$ cat config.mk
export PLATFORM = sky130hd
export DESIGN_NAME = lcd_power_sequencer_flat
export DESIGN_NICKNAME = d
export VERILOG_FILES = /design/src/rtl/lcd_power_sequencer_if.sv /design/src/rtl/lcd_power_sequencer.sv /design/src/flat_wrapper.sv
export SDC_FILE = /design/constraint.sdc
export NUM_CORES = 1
export LEC_CHECK = 0
export CAP_MARGIN = 10
export CORE_MARGIN = 2
export CORE_UTILIZATION = 43
export DETAILED_ROUTE_END_ITERATION = 12
export HOLD_SLACK_MARGIN = 0.15
export PLACE_DENSITY = 0.6
export SLEW_MARGIN = 20
export SYNTH_ARGS = -nofsm -noshare
export SYNTH_HDL_FRONTEND = slang
export SYNTH_SLANG_ARGS = --single-unit
export TNS_END_PERCENT = 5
$ cat constraint.sdc
create_clock -name clk -period 2.6 [get_ports clk]
set_clock_uncertainty 0.05 [all_clocks]
set_input_delay 0.78 -clock clk [delete_from_list [all_inputs] [get_ports clk]]
set_output_delay 0.78 -clock clk [all_outputs]
set_load 0.01 [all_outputs]
$ cat src/rtl/lcd_power_sequencer_if.sv
// Control and status bundle between the top level and the LCD panel power sequencer.
// The master drives the request, vsync and brightness; the slave is the sequencer itself.
interface lcd_power_sequencer_if #(
    parameter int unsigned PWM_BITS = 8
);
    logic                enable;
    logic                vsync;
    logic [PWM_BITS-1:0] brightness;
    logic                panel_pwr;
    logic                timing_resetn;
    logic                video_en;
    logic                bl_pwm;
    logic                ready;

    modport master (
        output enable,
        output vsync,
        output brightness,
        input  panel_pwr,
        input  timing_resetn,
        input  video_en,
        input  bl_pwm,
        input  ready
    );

    modport slave (
        input  enable,
        input  vsync,
        input  brightness,
        output panel_pwr,
        output timing_resetn,
        output video_en,
        output bl_pwm,
        output ready
    );
endinterface

$ cat src/rtl/lcd_power_sequencer.sv
// DPI LCD panel power sequencer: supply, timing reset release, frame-counted blanking,
// video enable and backlight PWM on power-up, reversed on power-down.
module lcd_power_sequencer #(
    parameter int unsigned PWR_DELAY    = 24000,
    parameter int unsigned OFF_DELAY    = 24000,
    parameter int unsigned BLANK_FRAMES = 2,
    parameter int unsigned BL_FRAMES    = 4,
    parameter int unsigned PWM_BITS     = 8
) (
    input logic                  clk,
    input logic                  resetn,
    lcd_power_sequencer_if.slave bus
);

    localparam int unsigned MaxDelay = (PWR_DELAY > OFF_DELAY) ? PWR_DELAY : OFF_DELAY;
    localparam int unsigned CntW     = $clog2(MaxDelay) + 1;

    localparam logic [CntW-1:0] PwrLast   = CntW'(PWR_DELAY - 1);
    localparam logic [CntW-1:0] OffLast   = CntW'(OFF_DELAY - 1);
    localparam logic [7:0]      BlankLast = 8'(BLANK_FRAMES - 1);
    localparam logic [7:0]      BlLast    = 8'(BL_FRAMES - 1);

    typedef enum logic [2:0] {
        StOff,
        StPwrUp,
        StBlank,
        StBlWait,
        StOn,
        StBlOff,
        StVidOff,
        StPwrDown
    } state_e;

    state_e              state_q, state_d;
    logic [CntW-1:0]     cnt_q, cnt_d;
    logic [7:0]          fcnt_q, fcnt_d;
    logic                vsync_q;
    logic                vs_edge;

    logic                bl_on;
    logic [PWM_BITS-1:0] pwm_cnt_q;
    logic [PWM_BITS-1:0] brightness_q;
    logic                bl_pwm_q;

    // A vsync already high on entry to a counting state is not an edge, since
    // vsync_q tracks the input in every state.
    assign vs_edge = bus.vsync & ~vsync_q;

    always_ff @(posedge clk) begin
        if (!resetn) begin
            state_q <= StOff;
            cnt_q   <= '0;
            fcnt_q  <= '0;
            vsync_q <= 1'b0;
        end else begin
            state_q <= state_d;
            cnt_q   <= cnt_d;
            fcnt_q  <= fcnt_d;
            vsync_q <= bus.vsync;
        end
    end

    // Loss of enable takes priority over a counter reaching its terminal value.
    always_comb begin
        state_d = state_q;
        cnt_d   = cnt_q;
        fcnt_d  = fcnt_q;
        case (state_q)
            StOff: begin
                if (bus.enable) begin
                    state_d = StPwrUp;
                    cnt_d   = '0;
                end
            end
            StPwrUp: begin
                if (!bus.enable) begin
                    state_d = StPwrDown;
                    cnt_d   = '0;
                end else if (cnt_q == PwrLast) begin
                    state_d = StBlank;
                    fcnt_d  = '0;
                end else begin
                    cnt_d = cnt_q + 1'b1;
                end
            end
            StBlank: begin
                if (!bus.enable) begin
                    state_d = StPwrDown;
                    cnt_d   = '0;
                end else if (vs_edge) begin
                    if (fcnt_q == BlankLast) begin
                        state_d = StBlWait;
                        fcnt_d  = '0;
                    end else begin
                        fcnt_d = fcnt_q + 1'b1;
                    end
                end
            end
            StBlWait: begin
                if (!bus.enable) begin
                    state_d = StVidOff;
                end else if (vs_edge) begin
                    if (fcnt_q == BlLast) begin
                        state_d = StOn;
                        fcnt_d  = '0;
                    end else begin
                        fcnt_d = fcnt_q + 1'b1;
                    end
                end
            end
            StOn: begin
                if (!bus.enable) begin
                    state_d = StBlOff;
                end
            end
            StBlOff: begin
                if (vs_edge) begin
                    state_d = StVidOff;
                end
            end
            StVidOff: begin
                if (vs_edge) begin
                    state_d = StPwrDown;
                    cnt_d   = '0;
                end
            end
            StPwrDown: begin
                if (cnt_q == OffLast) begin
                    state_d = StOff;
                end else begin
                    cnt_d = cnt_q + 1'b1;
                end
            end
            default: begin
                state_d = StOff;
            end
        endcase
    end

    always_comb begin
        bus.panel_pwr     = 1'b0;
        bus.timing_resetn = 1'b0;
        bus.video_en      = 1'b0;
        bus.ready         = 1'b0;
        bl_on             = 1'b0;
        case (state_q)
            StPwrUp, StPwrDown: begin
                bus.panel_pwr = 1'b1;
            end
            StBlank, StVidOff: begin
                bus.panel_pwr     = 1'b1;
                bus.timing_resetn = 1'b1;
            end
            StBlWait, StBlOff: begin
                bus.panel_pwr     = 1'b1;
                bus.timing_resetn = 1'b1;
                bus.video_en      = 1'b1;
            end
            StOn: begin
                bus.panel_pwr     = 1'b1;
                bus.timing_resetn = 1'b1;
                bus.video_en      = 1'b1;
                bus.ready         = 1'b1;
                bl_on             = 1'b1;
            end
            default: begin
                bus.panel_pwr = 1'b0;
            end
        endcase
    end

    // Duty is latched at the period boundary so a brightness change never
    // produces a truncated or stretched pulse.
    always_ff @(posedge clk) begin
        if (!resetn) begin
            pwm_cnt_q    <= '0;
            brightness_q <= '0;
            bl_pwm_q     <= 1'b0;
        end else begin
            pwm_cnt_q <= pwm_cnt_q + 1'b1;
            if (&pwm_cnt_q) begin
                brightness_q <= bus.brightness;
            end
            bl_pwm_q <= bl_on & (pwm_cnt_q < brightness_q);
        end
    end

    assign bus.bl_pwm = bl_pwm_q;

endmodule

$ cat src/flat_wrapper.sv
// flat-port wrapper written by rule: the top's interface ports become plain ports
module lcd_power_sequencer_flat 
#(
    parameter int unsigned PWR_DELAY    = 24000,
    parameter int unsigned OFF_DELAY    = 24000,
    parameter int unsigned BLANK_FRAMES = 2,
    parameter int unsigned BL_FRAMES    = 4,
    parameter int unsigned PWM_BITS     = 8
)
  (clk, resetn, bus_enable, bus_vsync, bus_brightness, bus_panel_pwr, bus_timing_resetn, bus_video_en, bus_bl_pwm, bus_ready);
  lcd_power_sequencer_if #(.PWM_BITS(PWM_BITS)) bus_i ();
  input logic clk;
  input logic resetn;
  input wire logic [$bits(bus_i.enable)-1:0] bus_enable;
  input wire logic [$bits(bus_i.vsync)-1:0] bus_vsync;
  input wire logic [$bits(bus_i.brightness)-1:0] bus_brightness;
  output wire logic [$bits(bus_i.panel_pwr)-1:0] bus_panel_pwr;
  output wire logic [$bits(bus_i.timing_resetn)-1:0] bus_timing_resetn;
  output wire logic [$bits(bus_i.video_en)-1:0] bus_video_en;
  output wire logic [$bits(bus_i.bl_pwm)-1:0] bus_bl_pwm;
  output wire logic [$bits(bus_i.ready)-1:0] bus_ready;
  assign bus_i.enable = bus_enable;
  assign bus_i.vsync = bus_vsync;
  assign bus_i.brightness = bus_brightness;
  assign bus_panel_pwr = bus_i.panel_pwr;
  assign bus_timing_resetn = bus_i.timing_resetn;
  assign bus_video_en = bus_i.video_en;
  assign bus_bl_pwm = bus_i.bl_pwm;
  assign bus_ready = bus_i.ready;
  lcd_power_sequencer #(.PWR_DELAY(PWR_DELAY), .OFF_DELAY(OFF_DELAY), .BLANK_FRAMES(BLANK_FRAMES), .BL_FRAMES(BL_FRAMES), .PWM_BITS(PWM_BITS)) u_core (.clk(clk), .resetn(resetn), .bus(bus_i));
endmodule
Word level (Yosys, flattened, before mapping)
Index checks and enable logic that the tools add are counted.
- logic and storage cells: 84
- output and inout port bits: 5
- input bits: 12
- bits in registers: 45
- multiplexer cells: 33
- magnitude comparators: 1
- reduce and logical (&&, ||, !) cells: 10
- add/sub/neg operators: 3
- bitwise gates (word level): 3
- equal/unequal tests: 27
- operator list (cell ; number):
    $mux W16 ; 5
    $pmux W16 S5 ; 1
    $mux W8 ; 8
    $mux W3 ; 13
    $pmux W3 S8 ; 1
    $pmux W8 S3 ; 1
    $add A16 B1 Y16 const B ; 1
    $add A8 B1 Y8 const B ; 2
    $eq A16 B15 Y1 const B ; 1
    $ne A3 B2 Y1 const B ; 5
    $eq A3 B3 Y1 const B ; 4
    $ne A2 B1 Y1 const B ; 6
    $ne A2 B2 Y1 const B ; 6
    $reduce_and A10 Y1 ; 1
    $eq A8 B1 Y1 const B ; 1
    $eq A8 B2 Y1 const B ; 1
    $lt A8 B8 Y1 ; 1
    $reduce_and A8 Y1 ; 1
    $reduce_and A7 Y1 ; 1
    $reduce_or A7 Y1 ; 1
    $eq A3 B2 Y1 const B ; 2
    $reduce_bool A5 Y1 ; 1
    $reduce_or A5 Y1 ; 1
    $mux W1 ; 4
    other kinds (7) ; 8

Logic depth before layout (Yosys ltp)
- depth after elaboration: 5
- mapped depth: 9
- mapped depth without buffers: 7

Least setup slack after synthesis
No wires, ideal clock.
- path type: input port to flip-flop
- from: input bus_enable
- to: register u_core.cnt_q[8]
- required time: 2.422 ns
- buffers on the path: 2
- setup time: 0.128 ns
- slack: 0.244 ns
- stages on the path: 7
- arrival time: 2.178 ns
- cells stage by stage: clkbuf_1 nor2_1 mux2i_1 a21o_1 o21ai_0 clkbuf_1 nor2_1
- word-level cells in the longest chain between the ends: 2
- elaborated cells on any way between the ends: 5
- those cells by class: 2 x eq/ne; 2 x mux; 1 x reduce/logical
- RTL lines (what ; line ; RTL):
    start: declaration ; flat_wrapper.sv:14 ; input wire logic [$bits(bus_i.enable)-1:0] bus_enable;
    $mux W16 or $ne A2 B2 Y1 (tied branches) ; - ;
    $pmux W16 S5 or $reduce_and A4 Y1 (tied branches) ; - ;
    end signal: assignment ; lcd_power_sequencer.sv:57 ; cnt_q <= cnt_d;
    end: declaration ; lcd_power_sequencer.sv:35 ; logic [CntW-1:0] cnt_q, cnt_d;
Parallel ways exist; a longest one is shown, timed or not.
A chain may end at the register's enable or synchronous reset.

Worst setup path after layout
- from: register u_core.state_q[1]
- to: output bus_ready
- word-level cells in the longest chain between the ends: 2
- RTL lines (what ; line ; RTL):
    start: declaration ; lcd_power_sequencer.sv:34 ; state_e state_q, state_d;
    start signal: assignment ; lcd_power_sequencer.sv:51 ; state_q <= StOff;
    start signal: assignment ; lcd_power_sequencer.sv:56 ; state_q <= state_d;
    $eq A3 B3 Y1 ; lcd_power_sequencer.sv:146 ; case (state_q)
    $mux W1 ; lcd_power_sequencer.sv:146 ;
    end: declaration ; flat_wrapper.sv:21 ; output wire logic [$bits(bus_i.ready)-1:0] bus_ready;
No other way between the ends.

==> metrics <==
Buf+Inv Stages, Crit Path=2; worst-path maximum fanout=11; drt initial violations=92; max incr delay on CP=0.59 ns; Area Overhead vs Synth=19.0%; Longest Clk Path Bufs=2; Cell Area, Placed=2960 um^2; Vias=2275; clock transition at the registers of the reported paths=0.09 ns; Async SR Flop Fraction=0; flop2flop setup slack=0.44 ns; post-synthesis register bit count=45; R2R Path End=u_core.fcnt_q[1]; CORE AREA=5850 um^2; Worst setup EP type=output pin; drt total wl=5540 um; sequential fraction of the synthesis area=0.348; via/cell ratio=5.46; synth top area cells=dfxtp_1 (35%), ha_1 (5.3%), a21oi_1 (4.6%); Synth cell types=54; Finished Core Util=0.526; FF-to-FF path depth=5; Hold EP=u_core.pwm_cnt_q[0]; top-area cell type share of the netlist area=0.348; port bufs=16; Hold Fails Final Rpt=0; ANT cells=0; Synth area leader=dfxtp_1; Worst-Skew Late Latency=0.29 ns; die footprint=6650 um^2; post-CTS sizing=0; setup ws final=0.121 ns; max_cap viols=0; total congestion overflow=0; Pre-antenna DRT Iters=4; io pins=17; min Tclk post-route=2.48 ns; hpwl dp=4030 um; syn_nets=333; Post-CTS Hold Buffers=0; cell chain of the critical path=buf_4, nor3_1, clkdlybuf4s50_1; LEAKAGE=1.08 nW; Top FF cell, synth=dfxtp_1; initial antenna violation count=0; number of cell rows=28; Crit-path slowest cell=clkdlybuf4s50_1; Avg WL per Cell=13.3 um; Worst EP arrival=1.65 ns; antenna-violating nets left=0; status=finished, final reports clean; Worst Setup Start Kind=flop; synth warn=0; RSZ-0062 raised after global routing=false; largest net degree at the start of global routing=31; Worst Hold Class=flop to flop; Nets=364; reg-to-reg startpoint=u_core.cnt_q[15]; worst hold path stage count=1; H-Tree Depth=2; Initial Util=0.442; peak supply drop=568 uV; HP Start=u_core.pwm_cnt_q[0]; Synth Cell Area=2590 um^2; Hold WS=0.424 ns; Top Metal Used=met4; CTS tree=built; Setup-failing EPs final=0; Max Fclk=403 MHz; All-Layer GR Usage=0.181; die height=81.6 um; Final Cell Area=3080 um^2; Syn Area/Cell=8.34 um^2; M1 wire length=2800 um; Placement Setup Slack=-0.222 ns; Final Max Tran Viols=0; setup TNS=0 ns; delay-heaviest family, CP=buffers and inverters; EDFF count, synth=0; # DRC=0; CTS Sinks=45; setup bufs post-CTS=0; Die Span X=81.6 um; clk root buf=clkbuf_8; Slew @ Worst Pin=0.516 ns; share of post-route cells with drive strength above 1=0.120; Cell Pwr Density=706 nW/um^2; Post-synth top cells=dfxtp_1 (45), nand2_1 (25), a21oi_1 (24); final RePlAce weighted congestion=0.825; most common cell in the netlist=dfxtp_1; Met3 Wirelength=201 um; Crit Path Class=flop to output pin; vias in the first global route=2089; Syn Inst Count=310; slew margin rel.=0.655; worst endpoint required time=1.77 ns; first-pass GRT wire length=9450 um; Final period util=0.953; clock buffers created by TritonCTS=5; wire length on met2=2510 um
where the power goes:
part / switching [W] / leakage [nW] / internal, W
Clock: 0.000246 / 0.0554 / 0.000289
Combinational: 0.000454 / 0.658 / 0.000402
Sequential: 0.0000534 / 0.365 / 0.000729
layout make-up:
cell class	count	area [um^2]
repair buffers	39	348
clock inverters	2	38.8
flip-flops and latches	45	903
inverters	16	60.1
clock buffers	6	72.6
fillers	561	2770
well taps	75	93.8
multi-input cells	234	1560
per-layer routing:
layer,up-vias,global-route usage
li1,1202,-
met1,1045,0.243
met2,26,0.291
met3,2,0.0385
met4,0,0.0542
met5,-,0
cell usage in the layout (no fill, tap or decap), types with 7 or more instances in the layout:
master and instances:
o31ai_1 10, nand2b_1 7, buf_4 22, o21ai_0 13, nor2b_1 10, nand3_1 18, a21oi_1 24, nor2_1 9
and2_1 8, clkdlybuf4s50_1 15, inv_1 16, or4_1 11, nand2_1 25, mux2i_1 10, dfxtp_1 43, ha_1 11
worst max-delay path by stage:
stage | start | end | slack, ns | depth (start not counted)
floorplan | bus_enable | u_core.cnt_q[8] | 0.24 | 7
global placement | bus_vsync | u_core.cnt_q[12] | -0.22 | 6
detailed placement | bus_vsync | u_core.cnt_q[12] | -0.22 | 6
CTS | u_core.state_q[1] | bus_ready | 0.04 | 3
global route | u_core.state_q[1] | bus_ready | 0.02 | 3
finish | u_core.state_q[1] | bus_ready | 0.12 | 3
per-stage QoR:
| stage | total power, W | cells |
|---|---|---|
| floorplan | 0.00128 | 310 |
| global placement | 0.00165 | 409 |
| detailed placement | 0.00166 | 409 |
| CTS | 0.00220 | 417 |
| global route | 0.00234 | 417 |
| finish | 0.00217 | 417 |
registers in the layout, indices dropped and copies added (netlist names):
name	cells
u_core.brightness_q	8
u_core.fcnt_q	8
u_core.bus.bl_pwm	1
u_core.vsync_q	1
u_core.cnt_q	16
u_core.pwm_cnt_q	8
u_core.state_q	3
cell families (layout without fill, tap and decap cells):
logic type / Yosys count / after routing / synth area share
buffers and inverters: 31 / 63 / 0.0484
xor gates and xnor gates: 6 / 6 / 0.0203
DFF: 45 / 45 / 0.348
AOI/OAI and AO/OA: 77 / 77 / 0.189
muxes: 11 / 11 / 0.0431
and+or+nand+nor: 129 / 129 / 0.298
adders and majority gates: 11 / 11 / 0.0532
(Power assumes the default switching activity.)
